===== config.mk =====
export PLATFORM = sky130hd
export DESIGN_NAME = toggle_hs_rx
export DESIGN_NICKNAME = d
export VERILOG_FILES = /design/src/rtl/toggle_hs_rx.sv
export SDC_FILE = /design/constraint.sdc
export NUM_CORES = 1
export LEC_CHECK = 0
export ABC_CLOCK_PERIOD_IN_PS = 2350
export CORE_UTILIZATION = 40
export CTS_BUF_LIST = sky130_fd_sc_hd__clkbuf_4
export CTS_CLUSTER_SIZE = 40
export DETAILED_ROUTE_END_ITERATION = 7
export DONT_BUFFER_PORTS = 1
export PLACE_DENSITY = 0.54
export SYNTH_ARGS = -nofsm -noshare
export SYNTH_HDL_FRONTEND = slang
export SYNTH_SLANG_ARGS = --single-unit

===== constraint.sdc =====
create_clock -name clk -period 2.35 [get_ports clk]
set_input_delay 0.47 -clock clk [delete_from_list [all_inputs] [get_ports clk]]
set_output_delay 0.47 -clock clk [all_outputs]
set_load 0.02 [all_outputs]

===== src/rtl/toggle_hs_rx.sv =====
// Receiving end of a two-phase (toggle) req/ack handshake. It presents each new
// word on a valid/ready port and answers by inverting ack_tog once the word is consumed.
module toggle_hs_rx #(
  parameter int DATA_W      = 8,
  parameter int SYNC_STAGES = 2,
  parameter int CNT_W       = 16
) (
  input  logic              clk,
  input  logic              reset,
  input  logic              req_tog,
  input  logic [DATA_W-1:0] data_in,
  output logic              ack_tog,
  output logic [DATA_W-1:0] out_data,
  output logic              out_valid,
  input  logic              out_ready,
  output logic [CNT_W-1:0]  evt_count,
  output logic              proto_err
);

  typedef enum logic {
    IDLE = 1'b0,
    HOLD = 1'b1
  } state_t;

  state_t                   state_reg, state_next;
  logic [SYNC_STAGES-1:0]   sync_reg;
  logic [SYNC_STAGES-1:0]   sync_d;
  logic                     prev_reg, prev_next;
  logic                     ack_reg, ack_next;
  logic [DATA_W-1:0]        data_reg, data_next;
  logic [CNT_W-1:0]         cnt_reg, cnt_next;
  logic                     err_reg, err_next;
  logic                     sync_s;
  logic                     req_edge;

  // Stage 0 samples the asynchronous toggle; each later stage follows its predecessor.
  genvar gi;
  generate
    for (gi = 0; gi < SYNC_STAGES; gi++) begin : g_sync
      if (gi == 0) begin : g_first
        assign sync_d[gi] = req_tog;
      end else begin : g_rest
        assign sync_d[gi] = sync_reg[gi-1];
      end
    end
  endgenerate

  assign sync_s   = sync_reg[SYNC_STAGES-1];
  assign req_edge = sync_s ^ prev_reg;

  always_ff @(posedge clk) begin
    if (reset) begin
      sync_reg  <= '0;
      state_reg <= IDLE;
      prev_reg  <= 1'b0;
      ack_reg   <= 1'b0;
      data_reg  <= '0;
      cnt_reg   <= '0;
      err_reg   <= 1'b0;
    end else begin
      sync_reg  <= sync_d;
      state_reg <= state_next;
      prev_reg  <= prev_next;
      ack_reg   <= ack_next;
      data_reg  <= data_next;
      cnt_reg   <= cnt_next;
      err_reg   <= err_next;
    end
  end

  always_comb begin
    state_next = state_reg;
    prev_next  = prev_reg;
    ack_next   = ack_reg;
    data_next  = data_reg;
    cnt_next   = cnt_reg;
    err_next   = err_reg;
    case (state_reg)
      IDLE: begin
        if (req_edge) begin
          data_next  = data_in;
          prev_next  = sync_s;
          state_next = HOLD;
        end
      end
      HOLD: begin
        if (out_ready) begin
          ack_next   = ~ack_reg;
          cnt_next   = cnt_reg + CNT_W'(1);
          state_next = IDLE;
        end
        // A toggle while a word is still held is flagged and dropped; the held word stays.
        if (req_edge) begin
          err_next  = 1'b1;
          prev_next = sync_s;
        end
      end
      default: state_next = IDLE;
    endcase
  end

  assign out_valid = (state_reg == HOLD);
  assign out_data  = data_reg;
  assign ack_tog   = ack_reg;
  assign evt_count = cnt_reg;
  assign proto_err = err_reg;

endmodule


==> run summary <==
By area the synthesized netlist is led by sky130_fd_sc_hd__dfxtp_1 50%, sky130_fd_sc_hd__xor2_1 9.4%, sky130_fd_sc_hd__nor2_1 6.8%, sky130_fd_sc_hd__mux2i_1 6.6%, sky130_fd_sc_hd__a21oi_1 2.5%. The worst-skew pair later-pin latency came out at 0.32 ns. The net count of the finished layout came out at 139.

The overall die area is 0.003242 sq mm. The number of nets handed over by synthesis was 137. The final antenna diode count came out at 0.

Counting every instance in the synthesized netlist gives 124. The maximum number of pins on one net before global-route repair came out at 31. The tree is rooted in a sky130_fd_sc_hd__clkbuf_4. The data required time at the worst endpoint came out at 2.61 ns. The flow ran to the end, but the final reports show violations. The count of port buffers added during placement came out at 0. The register with the most flip-flops in the layout has 16 of them. The clock slew seen by the registers of the worst setup and hold paths is 0.09 ns. Across the VDD grid, the largest voltage drop is 328.6 uV.

The number of vias in the routed layout is 818. The final worst-path cycle share is 72.35%. The vias per cell is 5.177. The critical path is of the flip-flop to flip-flop type.

The path with the worst hold slack has its endpoint at out_data[0]. The headroom to the max-slew limit came out at 69.11%. The post-route total power came out at 0.8638 mW.

The power density over cell area came out at 686.3 mW/mm^2. The number of global-route vias before repair came out at 787. At the pin with the least slew margin, the transition time is 0.4627 ns. The fill cell instance count of the final layout is 279. Summed over all layers, the global routing overflow is 0. The startpoint kind of the worst setup timing path is a flip-flop. The growth of design area from synthesis to finish is 4.249%.

The count of pins on the block boundary came out at 39. Counting distinct cell types in the post-synthesis netlist gives 23. The tightest hold path in the finished design has a slack of 0.2065 ns. On the worst path, the slowest cell contributes a delay of 0.54 ns. The start point of the worst min-delay path is reset. Across the routed clock network, the largest skew measured is 0.003268 ns. The initial antenna violation count is 0.

The highest attainable clock frequency is 588.1 MHz. Along the worst path, the maximum fanout reaches 7. Detailed placement finished with a half-perimeter wire length of 1.419 mm.

The die extent in y is 56.94 microns. The share of Yosys cell area claimed by the top area cell type came out at 49.74%. The path length in cells of the critical path is 4. The residual DRC count is 4. The total iterations of the first detailed-routing run came out at 6. The number of endpoints with negative hold slack in the final report came to 0. The final reports fail on DRC. The count of placed standard cells including taps came out at 150. The setup-violating endpoint count in the final report is 0.

The cell family with the largest share of critical-path delay is simple AND/OR/NAND/NOR gates. The count of synthesis-stage warnings from yosys is 0. The origin of the critical flop-to-flop path is evt_count[3].

The top cell types in the final layout, fill and taps aside, are 30 x sky130_fd_sc_hd__dfxtp_1, 22 x sky130_fd_sc_hd__nor2_1, 13 x sky130_fd_sc_hd__xor2_1. The maximum clock path buffer count came out at 2. The depth of the worst hold-timing path is 1. The critical path contains buffers and inverters numbering 0 combined. The count of placed standard cells in the final layout, fillers left out is 158. The number of gates resized after CTS is 0. After synthesis the netlist holds a flip-flop and latch count of 30. After detailed routing, the average wire length per cell comes to 13.28 microns.

The width of the chip is 56.94 microns. After detailed routing, the total wire length is 2.099 mm. The all-layer global routing usage came out at 15.42%. The register-to-register path setup slack came out at 0.65 ns. The number of cells on the worst reg-to-reg path is 4. The largest individual stage delay along the critical path comes from the cell sky130_fd_sc_hd__dfxtp_1. The clock buffer count from CTS came out at 5. The total number of clock tree sinks is 30. The summed instance area of the synthesized netlist is 0.001207 sq mm. The global-route wire length before repair is 3.746 mm. The max-capacitance violation count came out at 0. The fraction of the yosys area taken by sequential cells came out at 49.74%. Traced cell by cell, the critical path runs through and4_1 > nand4_4 > or3_1 > a21oi_1. The utilization after layout is 44.87%. The final max-slew violation count is 0. The library cell used most frequently in the layout, excluding fill and tap cells, is sky130_fd_sc_hd__dfxtp_1. The data arrival time of the critical path is 1.96 ns.

Of all cell types, the one taking the most synthesized area is sky130_fd_sc_hd__dfxtp_1. The analysis attributes to cell leakage a power of 0.4763 nW. The count of nets left with antenna violations once routing finished came out at 0. The number of hold buffers added after cts is 0. STA classifies the critical path endpoint as a flip-flop. The post-CTS setup buffer count is 0.

In this run the critical register-to-register path is captured at evt_count[13]. The combined flip-flop and latch cell area is 600.6 sq um. TritonCTS built the clock tree. The mean instance size in the synthesized netlist is 9.737 sq um.

The type of the worst min-delay path is input pin to flip-flop. The clock period minus final worst setup slack is 1.700 ns. The detailed router finished its first iteration with 45 violations. In the final layout, the multi-input gates occupy 550.5 sq um. Setup repair after global routing left no endpoint under its margin. The total negative slack came out at 0 ns. CTS built an H-tree with a depth of 2. The floorplan row count came out at 19. The final weighted congestion in routability-driven placement came out at 0.7038. The total core area is 0.002805 sq mm. The share of cells above drive strength 1 is 10.24%.

The starting utilization of the core area came out at 43.04%.
-- worst max-delay path by stage --
stage / startpoint / endpoint
global route: evt_count[0] / evt_count[14]
detailed placement: evt_count[0] / evt_count[14]
finish: evt_count[3] / evt_count[13]
floorplan: out_valid / evt_count[13]
global placement: evt_count[0] / evt_count[14]
CTS: evt_count[0] / evt_count[14]
-- synthesized netlist by cell type --
cell type,n
sky130_fd_sc_hd__or3_1,4
sky130_fd_sc_hd__and4_2,1
sky130_fd_sc_hd__and3_2,1
sky130_fd_sc_hd__nand4_1,4
sky130_fd_sc_hd__clkbuf_1,2
sky130_fd_sc_hd__nor2_1,22
sky130_fd_sc_hd__buf_2,1
sky130_fd_sc_hd__mux2i_1,8
sky130_fd_sc_hd__nand2_1,7
sky130_fd_sc_hd__buf_4,1
sky130_fd_sc_hd__a21oi_1,6
sky130_fd_sc_hd__dfxtp_1,30
sky130_fd_sc_hd__ha_1,1
sky130_fd_sc_hd__nor2b_1,4
sky130_fd_sc_hd__and4_1,3
sky130_fd_sc_hd__nand4_4,1
sky130_fd_sc_hd__and2_2,1
sky130_fd_sc_hd__o21ai_0,4
sky130_fd_sc_hd__buf_6,2
sky130_fd_sc_hd__a211oi_1,1
sky130_fd_sc_hd__xor2_1,13
sky130_fd_sc_hd__clkbuf_8,1
sky130_fd_sc_hd__nand3_1,6
-- worst register-to-register path, delay by kind of cell, from the launching register on --
kind	cells	cell delay, ns
and+or+nand+nor	3	0.94
DFF	1	0.54
AOI/OAI and AO/OA	1	0.15
-- per-layer routing --
metal  track usage, %  wire [microns]  vias up
li1                 -               -      426
met1            17.66             920      363
met2            23.19             948       23
met3            8.844             189        6
met4            7.317              41        0
met5                0               0        -
-- kinds of logic (layout without fill, tap and decap cells) --
group	count (synthesis)	after routing	synth area share (%)
AND/OR/NAND/NOR	54	54	23.73
AO/OA/AOI/OAI	11	11	4.767
buffers and inverters	7	10	4.663
adder cells (fa/ha/maj)	1	1	1.036
XOR/XNOR	13	13	9.430
flip-flops	30	30	49.74
multiplexers	8	8	6.632
-- layout make-up --
type	count	share of cell area [%]
Clock buffer	6	3.579
Clock inverter	2	0.6958
Multi-Input combinational cell	87	43.74
Sequential cell	30	47.71
Tap cell	31	3.082
Timing Repair Buffer	2	1.193
-- where the power goes --
group	internal, mW	switching [mW]	total (mW)
Clock	0.124	0.168	0.292
Sequential	0.521	0.0236	0.544
Combinational	0.0154	0.0125	0.0279
-- stage by stage --
step                      setup WS, ns  cell area, sq um
after global routing            0.4562              1259
after CTS                       0.6286              1259
after detailed placement        0.6552              1205
after global placement          0.6763              1205
final                           0.6497              1259
after floorplan                 0.8009              1207
Power figures use the tool's default switching activity.
